$ cat src/rtl/stall_controller_pkg.sv
// Shared encodings for the pipeline stall controller: FSM states, control-word
// bit positions and the priority decode used to drive the pipeline registers.
package stall_controller_pkg;

  typedef enum logic [1:0] {
    RUN     = 2'd0,
    ID_HOLD = 2'd1,
    EX_HOLD = 2'd2,
    HUNG    = 2'd3
  } state_e;

  localparam int unsigned CTRL_W         = 6;
  localparam int unsigned CTRL_PCWRITE   = 5;
  localparam int unsigned CTRL_IFIDWRITE = 4;
  localparam int unsigned CTRL_IFIDFLUSH = 3;
  localparam int unsigned CTRL_IDEXWRITE = 2;
  localparam int unsigned CTRL_IDEXBUB   = 1;
  localparam int unsigned CTRL_EXMEMBUB  = 0;

  // Priority: HUNG > EXStall > IDStall > BranchTaken/Jump > none.
  function automatic logic [CTRL_W-1:0] ctrl_decode(
    input state_e st,
    input logic   ex_stall,
    input logic   id_stall,
    input logic   redirect
  );
    logic [CTRL_W-1:0] c;
    c = '0;
    if (st == HUNG) begin
      c = '0;
    end else if (ex_stall) begin
      c[CTRL_EXMEMBUB] = 1'b1;
    end else if (id_stall) begin
      c[CTRL_IDEXWRITE] = 1'b1;
      c[CTRL_IDEXBUB]   = 1'b1;
    end else begin
      c[CTRL_PCWRITE]   = 1'b1;
      c[CTRL_IFIDWRITE] = 1'b1;
      c[CTRL_IDEXWRITE] = 1'b1;
      c[CTRL_IFIDFLUSH] = redirect;
    end
    return c;
  endfunction

endpackage

$ cat src/rtl/stall_controller_sat_counter.sv
// Saturating up-counter with asynchronous active-high reset; holds at all-ones.
module sat_counter #(
  parameter int unsigned WIDTH = 16
) (
  input  logic             clk,
  input  logic             reset,
  input  logic             inc,
  output logic [WIDTH-1:0] count
);

  logic [WIDTH-1:0] count_q;
  logic [WIDTH-1:0] count_d;

  always_comb begin
    count_d = count_q;
    if (inc && (count_q != '1)) begin
      count_d = count_q + 1'b1;
    end
  end

  always_ff @(posedge clk or posedge reset) begin
    if (reset) begin
      count_q <= '0;
    end else begin
      count_q <= count_d;
    end
  end

  assign count = count_q;

endmodule

$ cat src/rtl/stall_controller.sv
// Pipeline stall/flush controller: zero-latency control decode, consecutive-stall
// watchdog FSM and saturating stall/flush performance counters.
module stall_controller
  import stall_controller_pkg::*;
#(
  parameter int unsigned CNT_W     = 16,
  parameter int unsigned MAX_STALL = 8,
  parameter int unsigned RUN_W     = 4
) (
  input  logic             clk,
  input  logic             reset,
  input  logic             IDStall,
  input  logic             EXStall,
  input  logic             BranchTaken,
  input  logic             Jump,
  output logic             PCWrite,
  output logic             IFIDWrite,
  output logic             IFIDFlush,
  output logic             IDEXWrite,
  output logic             IDEXBubble,
  output logic             EXMEMBubble,
  output logic             Hung,
  output logic [CNT_W-1:0] StallCount,
  output logic [CNT_W-1:0] FlushCount
);

  state_e            state_q, state_d;
  logic [RUN_W-1:0]  run_q, run_d;
  logic              hung_q, hung_d;
  logic [CTRL_W-1:0] ctrl;
  logic              any_stall;
  logic              stall_inc;

  assign any_stall = IDStall | EXStall;
  assign stall_inc = any_stall && (state_q != HUNG);

  always_comb begin
    ctrl = ctrl_decode(state_q, EXStall, IDStall, BranchTaken | Jump);
  end

  always_comb begin
    state_d = state_q;
    run_d   = run_q;
    hung_d  = hung_q;
    if (state_q != HUNG) begin
      if (any_stall) begin
        // A hold-type switch (EX<->ID) keeps the run going; only idle cycles clear it.
        run_d   = run_q + 1'b1;
        state_d = EXStall ? EX_HOLD : ID_HOLD;
        if (run_q == RUN_W'(MAX_STALL - 1)) begin
          state_d = HUNG;
          hung_d  = 1'b1;
        end
      end else begin
        run_d   = '0;
        state_d = RUN;
      end
    end
  end

  always_ff @(posedge clk or posedge reset) begin
    if (reset) begin
      state_q <= RUN;
      run_q   <= '0;
      hung_q  <= 1'b0;
    end else begin
      state_q <= state_d;
      run_q   <= run_d;
      hung_q  <= hung_d;
    end
  end

  sat_counter #(.WIDTH(CNT_W)) u_stall_cnt (
    .clk   (clk),
    .reset (reset),
    .inc   (stall_inc),
    .count (StallCount)
  );

  sat_counter #(.WIDTH(CNT_W)) u_flush_cnt (
    .clk   (clk),
    .reset (reset),
    .inc   (ctrl[CTRL_IFIDFLUSH]),
    .count (FlushCount)
  );

  assign PCWrite     = ctrl[CTRL_PCWRITE];
  assign IFIDWrite   = ctrl[CTRL_IFIDWRITE];
  assign IFIDFlush   = ctrl[CTRL_IFIDFLUSH];
  assign IDEXWrite   = ctrl[CTRL_IDEXWRITE];
  assign IDEXBubble  = ctrl[CTRL_IDEXBUB];
  assign EXMEMBubble = ctrl[CTRL_EXMEMBUB];
  assign Hung        = hung_q;

endmodule
$ cat config.mk
export PLATFORM = sky130hd
export DESIGN_NAME = stall_controller
export DESIGN_NICKNAME = d
export VERILOG_FILES = /design/src/rtl/stall_controller_pkg.sv /design/src/rtl/stall_controller_sat_counter.sv /design/src/rtl/stall_controller.sv
export SDC_FILE = /design/constraint.sdc
export NUM_CORES = 1
export LEC_CHECK = 0
export CAP_MARGIN = 20
export CELL_PAD_IN_SITES_DETAIL_PLACEMENT = 1
export CELL_PAD_IN_SITES_GLOBAL_PLACEMENT = 2
export CORE_MARGIN = 2
export CORE_UTILIZATION = 31
export CTS_CLUSTER_SIZE = 14
export DETAILED_ROUTE_END_ITERATION = 7
export GPL_ROUTABILITY_DRIVEN = 0
export PLACE_DENSITY_LB_ADDON = 0.1
export SYNTH_ARGS = -nofsm -noshare
export SYNTH_HDL_FRONTEND = slang
export SYNTH_SLANG_ARGS = --single-unit
export TNS_END_PERCENT = 5
$ cat constraint.sdc
create_clock -name clk -period 2.1 [get_ports clk]
set_input_delay 0.63 -clock clk [delete_from_list [all_inputs] [get_ports clk]]
set_output_delay 0.63 -clock clk [all_outputs]
set_load 0.005 [all_outputs]
==> summary.md, run 1 <==
| Metric | Value |
|---|---|
| Crit Path Category | in2reg |
| Sw power | 0.754 mW |
| Final setup violation count | 1 |
| Core box area | 5990 um^2 |
| Root Driver | clkbuf_8 |
| Reg area | 976 um^2 |
| First-pass detailed-route iteration total | 4 |
| Die Height | 83.0 um |
| Area of the multi-input gates | 985 um^2 |
| Worst rel slew slack | 58.4% |
| CTS tree | built |
| First-pass GRT wire length | 9160 um |
| Leak | 1.20 nW |
| Synth-to-layout area growth | 47.0% |
| Clk buf depth | 2 |
| Sw Ratio | 30.2% |
| Worst-margin pin slew | 619 ps |
| Syn_nets | 195 |
| Hold Startpoint | Hung |
| Netlist Area Pre-Place | 1940 um^2 |
| Cell variety after synth | 37 |
| Failing checks | setup timing |
| Int Pwr | 1.74 mW |
| Period utilisation layout | 100% |
| Final min period | 2110 ps |
| Post-DR wirelength/cell | 15.8 um |
| Critical Path Sink Type | register |
| Asr flop ratio synth | 100% |
| Total GRT Usage | 16.3% |
| F_max | 475 MHz |
| Final setup margin | -6.67 ps |
| Vias in the first global route | 1,840 |
| P per Cell Area | 878 nW/um^2 |
| Total gr overflow | 0 |
| Worst reg2reg path startpoint | state_q[0] |
| Reg2Reg Setup Slack | 20 ps |
| Cts hold-fix bufs | 0 |
| Critical path startpoint category | input port |
| DP HPWL | 3910 um |
| Fillers | 668 |
| Worst r2r dst | u_flush_cnt.count[14] |
| Data arrival, critical path | 2320 ps |
| Remaining DRCs | 0 |
| PortBufs | 44 |
| Via density per instance | 5.11 |
| Total Wirelength | 5320 um |
| Row cnt | 28 |
| Worst Hold Depth | 1 |
| Post-layout util | 47.5% |
| Worst reg-to-reg path cell count | 6 |
| Synth Instances | 186 |
| Max VDD drop | 0.000524 V |
| Synth warn | 0 |
| Clock latency on the worst-skew pair | 290 ps |
| Hold worst-path end | Hung |
| Max H-tree Level | 2 |
| Die Area | 6890 um^2 |
| Syn avg cell area | 10.4 um^2 |
| Post-route clock skew | 4.41 ps |
| Max-slew violations | 0 |
| DRT iter0 DRCs | 41 |
| Starting Density | 32.3% |
| RSZ-0062 raised after global routing | true |
| Post-DRT Antenna Nets | 0 |
| Vias | 1,718 |
| Chip Width | 83.0 um |
| Worst Setup SP | EXStall |
| Hold crit path type | reg2reg |
| Number of flops mapped to enable cells by yosys | 0 |
| Highest fanout seen on the critical path | 5 |
| Seq cells post-synth | 39 |
| Largest net degree at the start of global routing | 40 |
| Share of cells above drive strength 1 | 23.0% |
| I/O Pins | 45 |
| Status | finished with violations |
| TritonCTS buffer count | 5 |
| Sequential share of the synthesized area | 50.4% |
| Ys flop type | dfrtp_1 |
| Combinational share of power | 30.0% |
| WHS | 488 ps |
| Worst path required time | 2320 ps |
| Total of max-cap violations | 0 |
| Clock power share | 26.4% |
| Clock Sinks | 39 |
| Initial antenna violation count | 0 |
| Reg power frac | 43.6% |
| Final hold vios | 0 |
| Clk slew on worst S/H paths | 80 ps |
| Final net count | 269 |
| N_diodes | 0 |
==> layout by cell type, fill, tap and decap left out, types with 5 or more instances in the layout <==
| cell type | count |
|---|---|
| nor3_1 | 7 |
| dfrtp_1 | 39 |
| buf_4 | 24 |
| nand2_1 | 19 |
| mux2_2 | 5 |
| o21ai_0 | 7 |
| xnor2_1 | 16 |
| o211ai_1 | 5 |
| clkbuf_8 | 6 |
| clkdlybuf4s50_1 | 34 |
| nor2_1 | 7 |
| xor2_1 | 10 |
| nand3_1 | 12 |
| nand4_1 | 9 |
==> through the flow <==
step	power [mW]	setup TNS (ps)	setup slack (ps)	cells	area, um^2
finish	2.50	-6.67	-6.67	336	2850
global route	2.67	-88.5	-83.7	336	2850
CTS	2.54	-531	-128	335	2810
detailed placement	1.85	-9420	-594	325	2650
global placement	1.82	-8710	-580	325	2650
floorplan	1.39	0	141	186	1940
==> worst max-delay path by stage <==
stage	end	slack, ps	depth (start not counted)
5_1_grt	u_flush_cnt.count[14]	-80	7
3_3_place_gp	IFIDFlush	-580	4
6_report	u_flush_cnt.count[14]	-7	7
2_1_floorplan	u_flush_cnt.count[10]	140	4
4_1_cts	IFIDWrite	-130	5
3_5_place_dp	IFIDFlush	-590	4
==> flip-flops by register name, indices dropped and copies added, names as in the netlist <==
| signal | flops |
|---|---|
| state_q | 2 |
| u_stall_cnt.count | 16 |
| Hung | 1 |
| run_q | 4 |
| u_flush_cnt.count | 16 |
==> cells by family (layout without fill, tap and decap cells) <==
group / count (synthesis) / count (layout) / synth area share (%)
and+or+nand+nor: 80 / 80 / 22.6
AOI/OAI and AO/OA: 23 / 23 / 8.15
muxes: 5 / 5 / 2.91
xor gates and xnor gates: 26 / 26 / 11.8
adders and majority gates: 3 / 3 / 1.94
buffers and inverters: 10 / 85 / 2.26
DFF: 39 / 39 / 50.4
==> routing by layer <==
layer	vias to the layer above	global-route usage, %	wire length, um
met1	867	20.6	2340
met4	0	4.92	65
li1	811	-	-
met3	6	3.38	169
met5	-	0	0
met2	34	28.0	2750
==> final cells by class <==
cell class / instances / area share, %
Clock buffer: 6 / 2.90
Clock inverter: 2 / 1.23
Inverter: 5 / 0.660
Multi-Input combinational cell: 137 / 34.6
Sequential cell: 39 / 34.3
Tap cell: 75 / 3.30
Timing Repair Buffer: 72 / 23.0
==> repair_timing <==
item	CTS	global route
endpoints found under the hold margin	0	0
pin swaps	3	5
endpoints found under the setup margin	13	13
setup buffers	2	1
resized for setup	23	18
==> critical path, cell delays in order <==
cell      delay [ps]
clkbuf_2         100
a211o_1          300
buf_6            130
buf_6            110
or4_4            610
nor4_4           280
xor2_1           160
==> cell usage after synthesis (3+ instances only) <==
cell type,count,area [um^2]
and2_1,3,18.8
and3_1,3,18.8
dfrtp_1,39,976
ha_1,3,37.5
inv_1,5,18.8
mux2_2,5,56.3
nand2_1,19,71.3
nand3_1,12,60.1
nand4_1,9,56.3
nor2_1,9,33.8
nor3_1,10,50.1
nor4_1,4,25.0
o211ai_1,5,37.5
o21ai_0,7,35.0
xnor2_1,16,140
xor2_1,10,87.6
==> power groups by stage <==
stage | sequential, mW | clock [mW] | combinational (mW)
after floorplan | 1.09 | 0 | 0.298
after global placement | 1.09 | 0 | 0.726
after detailed placement | 1.11 | 0 | 0.745
after CTS | 1.09 | 0.682 | 0.760
after global routing | 1.12 | 0.714 | 0.837
final | 1.09 | 0.661 | 0.749
No activity file was read; power rests on OpenSTA's default activity.
==> inputs of run 2 (changes only) <==
- REMOVE_ABC_BUFFERS: default -> 1
- clock period: 2.1 -> 2 ns (I/O delays scaled with it)
==> run 2 against run 1 <==
The run still ends with setup timing left; global-route usage is 0.22 points higher; utilization shrank 0.27 points; clock power grew 4.4%; cell area decreased by 0.57%; critical path depth shrank 1; sequential share of layout area grew 0.20 points; count of clock-buffer cells in the layout unchanged; register-to-register slack about the same; sequential cell count stayed put; power is 6.3% higher; non-clock buffer count is 1 higher; wire length fell by 2.5%; critical path type unchanged; largest cell class is now flip-flops and latches; highest routed layer unchanged.
==> summary.md, run 2 (synthesized netlist as in run 1, its figures left out) <==
| Metric | Value |
|---|---|
| Root Driver | clkbuf_8 |
| Data arrival, critical path | 2230 ps (-90 ps) |
| DRT iter0 DRCs | 43 (+4.9%) |
| Max VDD drop | 0.000454 V (-13%) |
| Post-DR wirelength/cell | 15.4 um (-2.8%) |
| PortBufs | 44 (unchanged) |
| Hold crit path type | reg2reg |
| Combinational share of power | 31.2% (+1.2 points) |
| Sw Ratio | 30.1% (-0.083 points) |
| Worst rel slew slack | 41.2% (-17 points) |
| Remaining DRCs | 0 (unchanged) |
| Hold Startpoint | Hung |
| I/O Pins | 45 (unchanged) |
| First-pass GRT wire length | 9260 um (+1.1%) |
| Hold worst-path end | Hung |
| F_max | 495 MHz |
| Post-layout util | 47.2% (-0.27 points) |
| Max-slew violations | 0 (unchanged) |
| DP HPWL | 3800 um (-2.8%) |
| Crit Path Category | in2reg |
| Clock latency on the worst-skew pair | 290 ps (about the same) |
| Post-route clock skew | 3.36 ps (-1.05 ps) |
| Vias in the first global route | 1,800 (-2.2%) |
| Die Area | 6890 um^2 (unchanged) |
| Worst reg-to-reg path cell count | 6 (unchanged) |
| Commonest non-fill, non-tap cell in the layout | dfrtp_1 |
| Row cnt | 28 (unchanged) |
| P per Cell Area | 939 nW/um^2 (+6.9%) |
| RSZ-0062 raised after global routing | true |
| Clk buf depth | 2 (unchanged) |
| N_diodes | 0 (unchanged) |
| Int Pwr | 1.86 mW (+6.4%) |
| Failing checks | setup timing |
| Core box area | 5990 um^2 (unchanged) |
| Final net count | 270 (+0.37%) |
| Chip Width | 83.0 um (unchanged) |
| DR top layer | met4 |
| Reg2Reg Setup Slack | 20 ps (about the same) |
| Worst slack at placement | -623 ps (-29.0 ps) |
| WL met3 | 181 um (+7.1%) |
| Synth-to-layout area growth | 46.2% |
| Via density per instance | 5.04 (-1.5%) |
| Worst-margin pin slew | 873 ps (+254 ps) |
| Highest fanout seen on the critical path | 5 (unchanged) |
| Final min period | 2020 ps |
| Final setup margin | -21.2 ps (-14.5 ps) |
| Worst Hold Depth | 1 (unchanged) |
| Final setup violation count | 3 (+2) |
| Post-DRT Antenna Nets | 0 (unchanged) |
| Max H-tree Level | 2 (unchanged) |
| Starting Density | 32.3% (unchanged) |
| Total GRT Usage | 16.5% (+0.22 points) |
| Largest net degree at the start of global routing | 40 (unchanged) |
| Most used cells in the layout excluding fill and tap cells | dfrtp_1, clkdlybuf4s50_1, buf_4 |
| Worst r2r dst | u_flush_cnt.count[6] |
| Vias | 1,697 (-1.2%) |
| Critical path startpoint category | input port |
| CTS tree | built |
| Final hold vios | 0 (unchanged) |
| Reg power frac | 42.8% (-0.8 points) |
| Total Wirelength | 5190 um (-2.5%) |
| Final setup TNS | -39.8 ps (-33.1 ps) |
| Fillers | 682 (+2.1%) |
| PnR Total Power | 2.66 mW (+6.3%) |
| TritonCTS buffer count | 5 (unchanged) |
| Critical Path Sink Type | register |
| Period utilisation layout | 101% |
| Leak | 1.19 nW (-0.79%) |
| Total gr overflow | 0 (unchanged) |
| M1 wire length | 2360 um (+0.98%) |
| First-pass detailed-route iteration total | 4 (unchanged) |
| Status | finished with violations |
| Share of cells above drive strength 1 | 22.9% (-0.088 points) |
| Initial antenna violation count | 0 (unchanged) |
| Clock Sinks | 39 (unchanged) |
| Worst reg2reg path startpoint | state_q[1] |
| Clock power share | 26.0% (-0.4 points) |
| WHS | 485 ps (-3.04 ps) |
| Clk slew on worst S/H paths | 80 ps (about the same) |
| Sw power | 0.799 mW (+6.0%) |
| Total of max-cap violations | 0 (unchanged) |
| WL met2 | 2590 um (-5.9%) |
| Die Height | 83.0 um (unchanged) |
| Worst path required time | 2210 ps (-110 ps) |
-- run 2: cell types whose count changed in the layout (fill, tap and decap cells not counted), sizes merged --
cell / previous run / this run
buf: 29 / 34
dlymetal6s2s: 2 / 0
clkdlybuf4s50: 34 / 35
clkbuf: 10 / 6
dlygate4sd2: 1 / 3
clkdlybuf4s15: 2 / 1
-- run 2: routing by layer --
layer	vias up	track usage, %
met3	6	3.78
met1	846	21.7
met2	29	27.4
met5	-	0
li1	816	-
met4	0	4.47
-- run 2: how the worst max path moves through the flow --
stage,from,to,slack (ps)
global placement,EXStall,IFIDFlush,-600
finish,BranchTaken,u_flush_cnt.count[6],-20
detailed placement,EXStall,IFIDFlush,-620
CTS,BranchTaken,u_flush_cnt.count[8],7
floorplan,EXStall,u_stall_cnt.count[12],7
global route,state_q[1],u_flush_cnt.count[6],-40
-- run 2: repair_timing --
action | 4_1_cts | 5_1_grt
endpoints found under the setup margin | 14 | 9
setup buffers | 3 | 0
pin swaps | 7 | 4
hold buffers | 0 | 0
resized for setup | 36 | 4
-- run 2: cell type report --
cell class / instances / area [um^2] / area share [%]
clock buffers: 6 / 82.6 / 2.92
repair buffers: 73 / 653 / 23.1
inverters: 5 / 18.8 / 0.663
clock inverters: 2 / 35.0 / 1.24
flip-flops and latches: 39 / 976 / 34.5
well taps: 75 / 93.8 / 3.32
multi-input cells: 137 / 970 / 34.3
-- run 2: critical path: stages --
cell and delay [ps]:
clkdlybuf4s50_1 470, nor2_2 60, buf_4 140, or4_4 610
nor2_1 180, xor2_1 170
-- run 2: through the flow --
| stage | instances | instance area (um^2) |
|---|---|---|
| 2_1_floorplan | 181 | 1910 |
| 3_3_place_gp | 327 | 2660 |
| 3_5_place_dp | 327 | 2660 |
| 4_1_cts | 337 | 2810 |
| 5_1_grt | 337 | 2830 |
| 6_report | 337 | 2830 |
-- run 2: power groups by stage --
stage | Sequential (mW) | Combinational (mW) | Clock (mW)
after CTS | 1.14 | 0.834 | 0.714
after floorplan | 1.15 | 0.308 | 0
after global routing | 1.18 | 0.926 | 0.753
after global placement | 1.14 | 0.797 | 0
final | 1.14 | 0.830 | 0.690
after detailed placement | 1.15 | 0.826 | 0
==> inputs of run 3 (changes only) <==
- HOLD_SLACK_MARGIN: default -> 0.1
==> results of run 3 <==
Same layout as run 2: the final DEF is identical, and so are final timing and power.
